$ cat src/rtl/seq_mul_pkg.sv
// Shared types and sizing helpers for the sequential shift-and-add multiplier.
package seq_mul_pkg;

  localparam int unsigned StateW = 2;

  typedef enum logic [StateW-1:0] {
    StIdle,
    StBusy,
    StDone
  } state_e;

  // Step counter must hold 0..w-1; keep at least one bit for w == 2.
  function automatic int unsigned cnt_width(int unsigned w);
    return (w > 2) ? $clog2(w) : 1;
  endfunction

endpackage

$ cat src/rtl/seq_multiplier_if.sv
// Operand/product valid-ready bundle between a producer/consumer and seq_multiplier.
interface seq_multiplier_if #(
  parameter int unsigned WIDTH = 4
);
  logic               in_valid;
  logic               in_ready;
  logic [WIDTH-1:0]   a;
  logic [WIDTH-1:0]   b;
  logic               out_valid;
  logic               out_ready;
  logic [2*WIDTH-1:0] p;

  modport master (
    output in_valid, a, b, out_ready,
    input  in_ready, out_valid, p
  );

  modport slave (
    input  in_valid, a, b, out_ready,
    output in_ready, out_valid, p
  );
endinterface

$ cat src/rtl/full_adder.sv
// One-bit full adder cell.
module full_adder (
  input  logic a_i,
  input  logic b_i,
  input  logic cin_i,
  output logic sum_o,
  output logic cout_o
);
  assign sum_o  = a_i ^ b_i ^ cin_i;
  assign cout_o = (a_i & b_i) | (cin_i & (a_i ^ b_i));
endmodule

$ cat src/rtl/rca_nbit.sv
// N-bit ripple-carry adder chained from full_adder cells.
module rca_nbit #(
  parameter int unsigned N = 8
) (
  input  logic [N-1:0] a_i,
  input  logic [N-1:0] b_i,
  input  logic         cin_i,
  output logic [N-1:0] sum_o,
  output logic         cout_o
);
  logic [N:0] carry;

  assign carry[0] = cin_i;
  assign cout_o   = carry[N];

  for (genvar i = 0; i < N; i++) begin : g_bit
    full_adder u_fa (
      .a_i   (a_i[i]),
      .b_i   (b_i[i]),
      .cin_i (carry[i]),
      .sum_o (sum_o[i]),
      .cout_o(carry[i+1])
    );
  end
endmodule

$ cat src/rtl/seq_multiplier.sv
// Multi-cycle shift-and-add multiplier, one partial product per clock, valid/ready on both sides.
// Define SEQ_MUL_SIGNED_EN for two's-complement operands and product.
module seq_multiplier
  import seq_mul_pkg::*;
#(
  parameter int unsigned WIDTH = 4
) (
  input  logic             clk,
  input  logic             rst_n,
  seq_multiplier_if.slave  bus_io
);
  localparam int unsigned PW   = 2 * WIDTH;
  localparam int unsigned CntW = cnt_width(WIDTH);
  localparam logic [CntW-1:0] CntLast = CntW'(WIDTH - 1);

  state_e           state_q, state_d;
  logic [PW-1:0]    mcand_q, mcand_d;
  logic [PW-1:0]    acc_q, acc_d;
  logic [WIDTH-1:0] mplr_q, mplr_d;
  logic [CntW-1:0]  cnt_q, cnt_d;

  logic [PW-1:0] mcand_load;
  logic [PW-1:0] add_b;
  logic          add_cin;
  logic [PW-1:0] add_sum;
  logic          add_cout_unused;

`ifdef SEQ_MUL_SIGNED_EN
  // The top multiplier bit carries negative weight, so the last step subtracts.
  logic last_step;
  assign last_step  = (cnt_q == CntLast);
  assign mcand_load = {{WIDTH{bus_io.a[WIDTH-1]}}, bus_io.a};
  assign add_b      = last_step ? ~mcand_q : mcand_q;
  assign add_cin    = last_step;
`else
  assign mcand_load = {{WIDTH{1'b0}}, bus_io.a};
  assign add_b      = mcand_q;
  assign add_cin    = 1'b0;
`endif

  rca_nbit #(
    .N(PW)
  ) u_add (
    .a_i   (acc_q),
    .b_i   (add_b),
    .cin_i (add_cin),
    .sum_o (add_sum),
    .cout_o(add_cout_unused)
  );

  always_comb begin
    state_d = state_q;
    mcand_d = mcand_q;
    acc_d   = acc_q;
    mplr_d  = mplr_q;
    cnt_d   = cnt_q;
    unique case (state_q)
      StIdle: begin
        if (bus_io.in_valid) begin
          mcand_d = mcand_load;
          mplr_d  = bus_io.b;
          acc_d   = '0;
          cnt_d   = '0;
          state_d = StBusy;
        end
      end
      StBusy: begin
        if (mplr_q[0]) begin
          acc_d = add_sum;
        end
        mcand_d = mcand_q << 1;
        mplr_d  = mplr_q >> 1;
        cnt_d   = cnt_q + CntW'(1);
        if (cnt_q == CntLast) begin
          state_d = StDone;
        end
      end
      StDone: begin
        if (bus_io.out_ready) begin
          state_d = StIdle;
        end
      end
      default: state_d = StIdle;
    endcase
  end

  always_ff @(posedge clk) begin
    if (!rst_n) begin
      state_q <= StIdle;
      mcand_q <= '0;
      acc_q   <= '0;
      mplr_q  <= '0;
      cnt_q   <= '0;
    end else begin
      state_q <= state_d;
      mcand_q <= mcand_d;
      acc_q   <= acc_d;
      mplr_q  <= mplr_d;
      cnt_q   <= cnt_d;
    end
  end

  // Held low while reset is asserted so nothing is offered before the first clean cycle.
  assign bus_io.in_ready  = rst_n && (state_q == StIdle);
  assign bus_io.out_valid = (state_q == StDone);
  assign bus_io.p         = acc_q;

endmodule

$ cat src/flat_wrapper.sv
// flat-port wrapper written by rule: the top's interface ports become plain ports
module seq_multiplier_flat import seq_mul_pkg::*;
#(
  parameter int unsigned WIDTH = 4
)
  (clk, rst_n, bus_io_in_valid, bus_io_a, bus_io_b, bus_io_out_ready, bus_io_in_ready, bus_io_out_valid, bus_io_p);
  seq_multiplier_if #(.WIDTH(WIDTH)) bus_io_i ();
  input  logic clk;
  input  logic rst_n;
  input wire logic [$bits(bus_io_i.in_valid)-1:0] bus_io_in_valid;
  input wire logic [$bits(bus_io_i.a)-1:0] bus_io_a;
  input wire logic [$bits(bus_io_i.b)-1:0] bus_io_b;
  input wire logic [$bits(bus_io_i.out_ready)-1:0] bus_io_out_ready;
  output wire logic [$bits(bus_io_i.in_ready)-1:0] bus_io_in_ready;
  output wire logic [$bits(bus_io_i.out_valid)-1:0] bus_io_out_valid;
  output wire logic [$bits(bus_io_i.p)-1:0] bus_io_p;
  assign bus_io_i.in_valid = bus_io_in_valid;
  assign bus_io_i.a = bus_io_a;
  assign bus_io_i.b = bus_io_b;
  assign bus_io_i.out_ready = bus_io_out_ready;
  assign bus_io_in_ready = bus_io_i.in_ready;
  assign bus_io_out_valid = bus_io_i.out_valid;
  assign bus_io_p = bus_io_i.p;
  seq_multiplier #(.WIDTH(WIDTH)) u_core (.clk(clk), .rst_n(rst_n), .bus_io(bus_io_i));
endmodule
$ cat config.mk
export PLATFORM = sky130hd
export DESIGN_NAME = seq_multiplier_flat
export DESIGN_NICKNAME = d
export VERILOG_FILES = /design/src/rtl/seq_mul_pkg.sv /design/src/rtl/seq_multiplier_if.sv /design/src/rtl/full_adder.sv /design/src/rtl/rca_nbit.sv /design/src/rtl/seq_multiplier.sv /design/src/flat_wrapper.sv
export SDC_FILE = /design/constraint.sdc
export NUM_CORES = 1
export LEC_CHECK = 0
export BUFFER_PORTS_ARGS = -buffer_cell sky130_fd_sc_hd__buf_2
export CORE_UTILIZATION = 54
export CTS_CLUSTER_SIZE = 20
export DETAILED_ROUTE_END_ITERATION = 7
export HOLD_SLACK_MARGIN = 0.03
export PLACE_DENSITY = 0.78
export RECOVER_POWER = 100
export SYNTH_ARGS = -nofsm -noshare
export SYNTH_HDL_FRONTEND = slang
export SYNTH_SLANG_ARGS = --single-unit
$ cat constraint.sdc
create_clock -name clk -period 4.15 [get_ports clk]
set_input_delay 0.2075 -clock clk [delete_from_list [all_inputs] [get_ports clk]]
set_output_delay 0.2075 -clock clk [all_outputs]
set_load 0.01 [all_outputs]
==> results of run 1 <==
## kinds of logic (layout without fill, tap and decap cells)
kind of cell	Yosys count	count (layout)	synth area share [%]
AO/OA/AOI/OAI	36	36	19.61
XOR/XNOR	1	1	0.7225
adder cells (fa/ha/maj)	8	8	11.97
buffers and inverters	31	43	12.80
flip-flops	24	24	39.63
multiplexers	2	2	1.651
AND/OR/NAND/NOR	30	30	13.62
## critical path, stage by stage, from the launching register on
cell and delay, ps:
sky130_fd_sc_hd__dfxtp_1 380, sky130_fd_sc_hd__ha_1 160, sky130_fd_sc_hd__inv_1 50, sky130_fd_sc_hd__fa_1 380
sky130_fd_sc_hd__fa_1 400, sky130_fd_sc_hd__fa_1 390, sky130_fd_sc_hd__fa_1 380, sky130_fd_sc_hd__inv_1 90
sky130_fd_sc_hd__fa_1 160, sky130_fd_sc_hd__inv_1 50, sky130_fd_sc_hd__fa_1 380, sky130_fd_sc_hd__xnor2_1 140
sky130_fd_sc_hd__nand3_1 100, sky130_fd_sc_hd__mux2i_1 190
## state kept, by name, summed over array words and instances (netlist names)
name,cells
u_core.add_b,8
u_core.bus_io.p,8
u_core.cnt_q,2
u_core.mplr_q,4
u_core.state_q,2
## layer usage
metal	up-vias	share of wire, %	wire length [um]	global-route usage [%]
li1	458	-	-	-
met4	0	1.9	44	10.00
met2	15	48	1091	38.36
met5	-	0	0	0
met3	4	2.9	66	1.869
met1	440	47	1066	25.89
## synthesized netlist by cell type, types with 2 or more instances
library cell	count
sky130_fd_sc_hd__mux2i_1	2
sky130_fd_sc_hd__nor2_1	2
sky130_fd_sc_hd__o21ai_0	6
sky130_fd_sc_hd__a22o_1	2
sky130_fd_sc_hd__buf_4	10
sky130_fd_sc_hd__a22oi_1	7
sky130_fd_sc_hd__dfxtp_1	24
sky130_fd_sc_hd__and3_1	2
sky130_fd_sc_hd__nor2b_1	10
sky130_fd_sc_hd__a21oi_1	6
sky130_fd_sc_hd__clkbuf_1	2
sky130_fd_sc_hd__nand2_1	9
sky130_fd_sc_hd__o22ai_1	11
sky130_fd_sc_hd__inv_1	18
sky130_fd_sc_hd__nand2b_1	2
sky130_fd_sc_hd__ha_1	2
sky130_fd_sc_hd__fa_1	6
## area by class of cell
cell class,count,area (sq um)
clock buffers,3,22.52
clock inverters,1,30.03
fillers,194,747.0
inverters,18,67.56
multi-input cells,77,568.0
flip-flops and latches,24,480.5
well taps,27,33.78
repair buffers,21,92.59
## where the power goes
| group | internal, mW | switching [mW] | total (mW) |
|---|---|---|---|
| registers | 0.240 | 0.00753 | 0.247 |
| logic | 0.0203 | 0.0279 | 0.0482 |
| clock network | 0.0977 | 0.0724 | 0.170 |
## worst min-delay path by stage
stage / from / endpoint / cells after the start
final: bus_io_b[3] / u_core.mplr_q[3]$_SDFFE_PN0P_ / 3
after global routing: bus_io_a[0] / u_core.add_b[0]$_SDFFE_PN0P_ / 3
after CTS: bus_io_b[3] / u_core.mplr_q[3]$_SDFFE_PN0P_ / 3
after detailed placement: u_core.bus_io.p[6]$_SDFFE_PN0P_ / u_core.bus_io.p[6]$_SDFFE_PN0P_ / 2
after global placement: bus_io_b[3] / u_core.mplr_q[3]$_SDFFE_PN0P_ / 3
after floorplan: bus_io_a[0] / u_core.add_b[0]$_SDFFE_PN0P_ / 2
## placed cells by master (no fill, tap or decap)
cell                         n
sky130_fd_sc_hd__a21oi_1     6
sky130_fd_sc_hd__nor2_1      2
sky130_fd_sc_hd__and2_0      1
sky130_fd_sc_hd__nor2b_1    10
sky130_fd_sc_hd__inv_1      18
sky130_fd_sc_hd__bufinv_16   1
sky130_fd_sc_hd__nand3_1     2
sky130_fd_sc_hd__a22oi_1     7
sky130_fd_sc_hd__a21oi_2     1
sky130_fd_sc_hd__nand2b_1    2
sky130_fd_sc_hd__o22ai_1    11
sky130_fd_sc_hd__o21bai_1    1
sky130_fd_sc_hd__o21ba_1     1
sky130_fd_sc_hd__clkbuf_1   10
sky130_fd_sc_hd__and3_1      2
sky130_fd_sc_hd__clkbuf_4    3
sky130_fd_sc_hd__buf_2      11
sky130_fd_sc_hd__dfxtp_1    24
sky130_fd_sc_hd__ha_1        2
sky130_fd_sc_hd__o21ai_0     6
sky130_fd_sc_hd__fa_1        6
sky130_fd_sc_hd__xnor2_1     1
sky130_fd_sc_hd__nand3b_1    1
sky130_fd_sc_hd__o2bb2ai_1   1
sky130_fd_sc_hd__nand2_1     9
sky130_fd_sc_hd__nor3b_1     1
sky130_fd_sc_hd__a22o_1      2
sky130_fd_sc_hd__mux2i_1     2
## through the flow
| stage | instance area [sq um] | utilization (%) |
|---|---|---|
| 3_5_place_dp | 1264 | 61.89 |
| 2_1_floorplan | 1212 | - |
| 3_3_place_gp | 1264 | 61.89 |
| 5_1_grt | 1295 | 63.42 |
| 6_report | 1295 | 63.42 |
| 4_1_cts | 1316 | 64.46 |
==> out/qor.yml, run 1 <==
result_of_the_run: "finished clean"
yosysTopAreaCellShare_pct: 39.63
cts_buffers: 3
timing_limited_maximum_frequency_mhz: 303.4
critPathLaunch: "u_core.bus_io.p[0]$_SDFFE_PN0P_"
crit-reg2reg-capture: "u_core.bus_io.p[7]$_SDFFE_PN0P_"
clock_sink_count: 24
grt-ovfl-total: 0
power_leakage_nw: 0.4752
cts.clk_slew.worst_paths_ps: 140
route.detailed.drc: 0
timing.critical_path.to: "u_core.bus_io.p[7]$_SDFFE_PN0P_"
cts_tree: "yes"
postSynthAreaPerCell_sq_um: 9.185
routed_via_density: 5.363
timing.final.crit_share_pct: 79.41
hold_ws_ps: 143.1
max_slew.worst_pin.slew_ps: 685.4
port_buffers: 21
clock_skew_ps: 5.736
hp-class: "primary input to flip-flop"
postCtsSetupBuffers: 0
synth_edf_count: 0
placement.setup.worst_slack_ps: 891.3
synth_to_layout_area_growth_pct: 6.811
clock-root-buffer: "sky130_fd_sc_hd__clkbuf_4"
grt_antenna_before_repair: 0
post_synth_inst_count: 132
synth_top_cell_by_area: "sky130_fd_sc_hd__dfxtp_1"
reg2reg_depth: 13
ys_seq_elements: 24
die_w_um: 49.39
worst-path-max-fanout: 3
arrival_ps: 3550
final_antenna_net_count: 0
finalWirelength_mm: 2.268
drt_pre_antenna_iters: 4
placeableCoreArea_sq_um: 2042
maxCapViolCount: 0
cts.path.max_buffers: 2
synth_sequential_area_ratio_pct: 39.63
grt_pass1_vias: 962
setup.reg_to_reg.worst_slack_ps: 850
clk_lat_worst_skew_ps: 320
synth_area_sq_um: 1212
place.gp.congestion: 0.7593
vias_after_detailed_routing: 917
finalSetupViolCount: 0
floorplan.initialDensity_pct: 59.38
yosys.cell_types.count: 28
rsz0062_at_grt: "false"
global_route.usage.total_pct: 21.49
yosys_warnings: 0
grt_max_degree: 28
clock_tree.htree_level_count: 1
first_pass_grt_wire_length_mm: 4.043
post_route_cells_drive_above_1_share_pct: 11.11
slew_headroom_pct: 54.21
antenna-diode-count: 0
die_height_um: 49.39
post_cts_resize_count: 0
worstPathRequired_ps: 4410
ctsHoldBuffers: 0
design.die.area_sq_um: 2439
synth_area_leaders: "sky130_fd_sc_hd__dfxtp_1 (40%), sky130_fd_sc_hd__fa_1 (9.9%), sky130_fd_sc_hd__buf_4 (6.2%), sky130_fd_sc_hd__o22ai_1 (5.7%), sky130_fd_sc_hd__inv_1 (5.6%)"
route.detailed.wl_per_inst_um: 13.26
final.setup.worst_slack_ps: 854.3
timing.critical_path.to_type: "flip-flop"
final_hold_violations: 0
power.density_cell_area_nw_per_um2: 359.4
design_power_total_uw: 465.4
i_o_pin_count: 22
post-dp-hpwl_mm: 1.606
postSynthNetCount: 152
dr.first_iter.drc_count: 14
worstSetupStartpointType: "flip-flop"
regToRegStartpoint: "u_core.bus_io.p[0]$_SDFFE_PN0P_"
num-nets-final: 165
synth_async_sr_flop_share_pct: 0
placementRows: 16
placedCellCount: 167
peakVddDrop_mv: 0.2236
slew_viol_final: 0
ys_dominant_reg_cell: "sky130_fd_sc_hd__dfxtp_1"
setup-tns-final_ps: 0
finish.cell_count_without_fillers: 171
critPathKind: "flip-flop to flip-flop"
fin_crit_ps: 3296
(Power assumes the default switching activity.)
==> inputs of run 2 (changes only) <==
Clock period 4.15 ns to 3.17 ns, I/O delays scaled along.
==> run 2 against run 1 <==
Critical path depth is the same; first-iteration DRC count increased by 140%; via count up 2.2%; wire length decreased by 1.5%; sequential share of layout area grew 0.16 points; core utilization up 0.061 points; worst hold slack lost 40 ps; global-route usage down 1.3 points; worst setup slack got worse by 750 ps; clock-buffer cell count is the same; final cell count rose by 0.58%; largest cell class unchanged.
==> out/qor.yml, run 2 (synthesis gave the netlist of run 1 again) <==
critPathKind: "flip-flop to flip-flop"
power_leakage_nw: 0.4819
synth_to_layout_area_growth_pct: 6.914
rsz0062_at_grt: "false"
timing_limited_maximum_frequency_mhz: 326.5
fin_crit_ps: 3063
slew_viol_final: 0
hold_ws_ps: 103.4
clock_sink_count: 24
cts_tree: "yes"
placeableCoreArea_sq_um: 2042
place.gp.congestion: 0.7608
final_common_cell: "sky130_fd_sc_hd__dfxtp_1"
clock_tree.htree_level_count: 1
power.density_cell_area_nw_per_um2: 399.9
post_route_cells_drive_above_1_share_pct: 17.24
placedCellCount: 169
slew_headroom_pct: 57.17
grt_pass1_vias: 906
post-dp-hpwl_mm: 1.619
grt_max_degree: 28
result_of_the_run: "finished clean"
routed_via_density: 5.448
arrival_ps: 3270
route.detailed.wl_per_inst_um: 12.99
timing.final.crit_share_pct: 96.62
final_antenna_net_count: 0
mostFrequentLayoutCells: "sky130_fd_sc_hd__dfxtp_1 (22), sky130_fd_sc_hd__inv_1 (18), sky130_fd_sc_hd__buf_2 (12)"
finalWirelength_mm: 2.235
regToRegStartpoint: "u_core.add_b[0]$_SDFFE_PN0P_"
route.detailed.drc: 0
cts.path.max_buffers: 2
clk_lat_worst_skew_ps: 310
timing.critical_path.to_type: "flip-flop"
floorplan.initialDensity_pct: 59.38
critPathLaunch: "u_core.add_b[0]$_SDFFE_PN0P_"
first_pass_grt_wire_length_mm: 3.808
i_o_pin_count: 22
clock-root-buffer: "sky130_fd_sc_hd__clkbuf_4"
hp-class: "primary input to flip-flop"
cts.clk_slew.worst_paths_ps: 130
ctsHoldBuffers: 0
worst-path-max-fanout: 2
stdcell_area_sq_um: 1296
grt.met2_usage_pct: 34.02
design_power_total_uw: 518.3
grt-ovfl-total: 0
antenna-diode-count: 0
num-nets-final: 167
worstSetupStartpointType: "flip-flop"
worstPathRequired_ps: 3370
peakVddDrop_mv: 0.2819
final_core_utilization_pct: 63.48
drt_pre_antenna_iters: 4
placement.cell_area_sq_um: 1279
port_buffers: 21
worst_hold_startpoint: "bus_io_b[3]"
finish.cell_count_without_fillers: 172
globalRouteMet3Util_pct: 3.738
die_height_um: 49.39
placementRows: 16
finalSetupViolCount: 0
grt_most_used_layer: "met2"
die_w_um: 49.39
design.die.area_sq_um: 2439
max_slew.worst_pin.slew_ps: 641.1
clock_skew_ps: 5.393
grt_util_met1_pct: 25.69
final_hold_violations: 0
grt_antenna_before_repair: 0
cts_buffers: 3
maxCapViolCount: 0
dr.first_iter.drc_count: 33
vias_after_detailed_routing: 937
global_route.usage.total_pct: 20.18
[run 2: changes by cell type in the layout (fill, tap and decap cells not counted), sizes merged]
cell    delta
clkbuf     -1
buf        +3
bufinv     -1
[run 2: stage by stage]
step                      setup WS (ps)  TNS, ps
after detailed placement         -97.26   -97.26
after global placement            49.24        0
after CTS                         9.959        0
after global routing              20.78        0
after floorplan                   98.35        0
final                             107.2        0
[run 2: layer usage]
| metal | vias to the layer above | routed length [um] |
|---|---|---|
| met5 | - | 0 |
| met4 | 0 | 23 |
| met3 | 4 | 84 |
| met2 | 19 | 1067 |
| met1 | 448 | 1059 |
| li1 | 466 | - |
[run 2: worst max-delay path, stage by stage (launching register included)]
cell and delay, ps:
sky130_fd_sc_hd__dfxtp_2 350, sky130_fd_sc_hd__ha_1 150, sky130_fd_sc_hd__inv_1 50, sky130_fd_sc_hd__fa_2 330
sky130_fd_sc_hd__fa_2 340, sky130_fd_sc_hd__fa_2 340, sky130_fd_sc_hd__fa_2 330, sky130_fd_sc_hd__inv_1 70
sky130_fd_sc_hd__fa_1 160, sky130_fd_sc_hd__inv_1 50, sky130_fd_sc_hd__fa_2 330, sky130_fd_sc_hd__xnor2_1 180
sky130_fd_sc_hd__nand3_1 110, sky130_fd_sc_hd__mux2i_1 150
[run 2: worst paths after layout]
kind	slack [ps]	to	cells past startpoint
max	110	u_core.bus_io.p[7]$_SDFFE_PN0P_	13
min	100	u_core.mplr_q[3]$_SDFFE_PN0P_	3
max reg2reg	110	u_core.bus_io.p[7]$_SDFFE_PN0P_	13
min reg2reg	500	u_core.bus_io.p[2]$_SDFFE_PN0P_	2
[run 2: final cells by class]
class / instances / area [sq um]
Fill cell: 194 / 745.7
Multi-Input combinational cell: 77 / 580.6
Sequential cell: 24 / 483.0
Timing Repair Buffer: 23 / 108.9
Inverter: 18 / 67.56
Tap cell: 27 / 33.78
Clock buffer: 3 / 22.52
[run 2: timing repair]
| item | 4_1_cts | 5_1_grt |
|---|---|---|
| gates resized for setup | 5 | 2 |
| pin swaps | 1 | 2 |
| setup buffers | 0 | 0 |
| endpoints found under the setup margin | 1 | 1 |
[run 2: power breakdown]
| group | internal (mW) | switching [mW] | leakage (nW) |
|---|---|---|---|
| Clock | 0.0444 | 0.0864 | 0.0138 |
| Sequential | 0.314 | 0.00957 | 0.197 |
| Combinational | 0.0277 | 0.0366 | 0.271 |
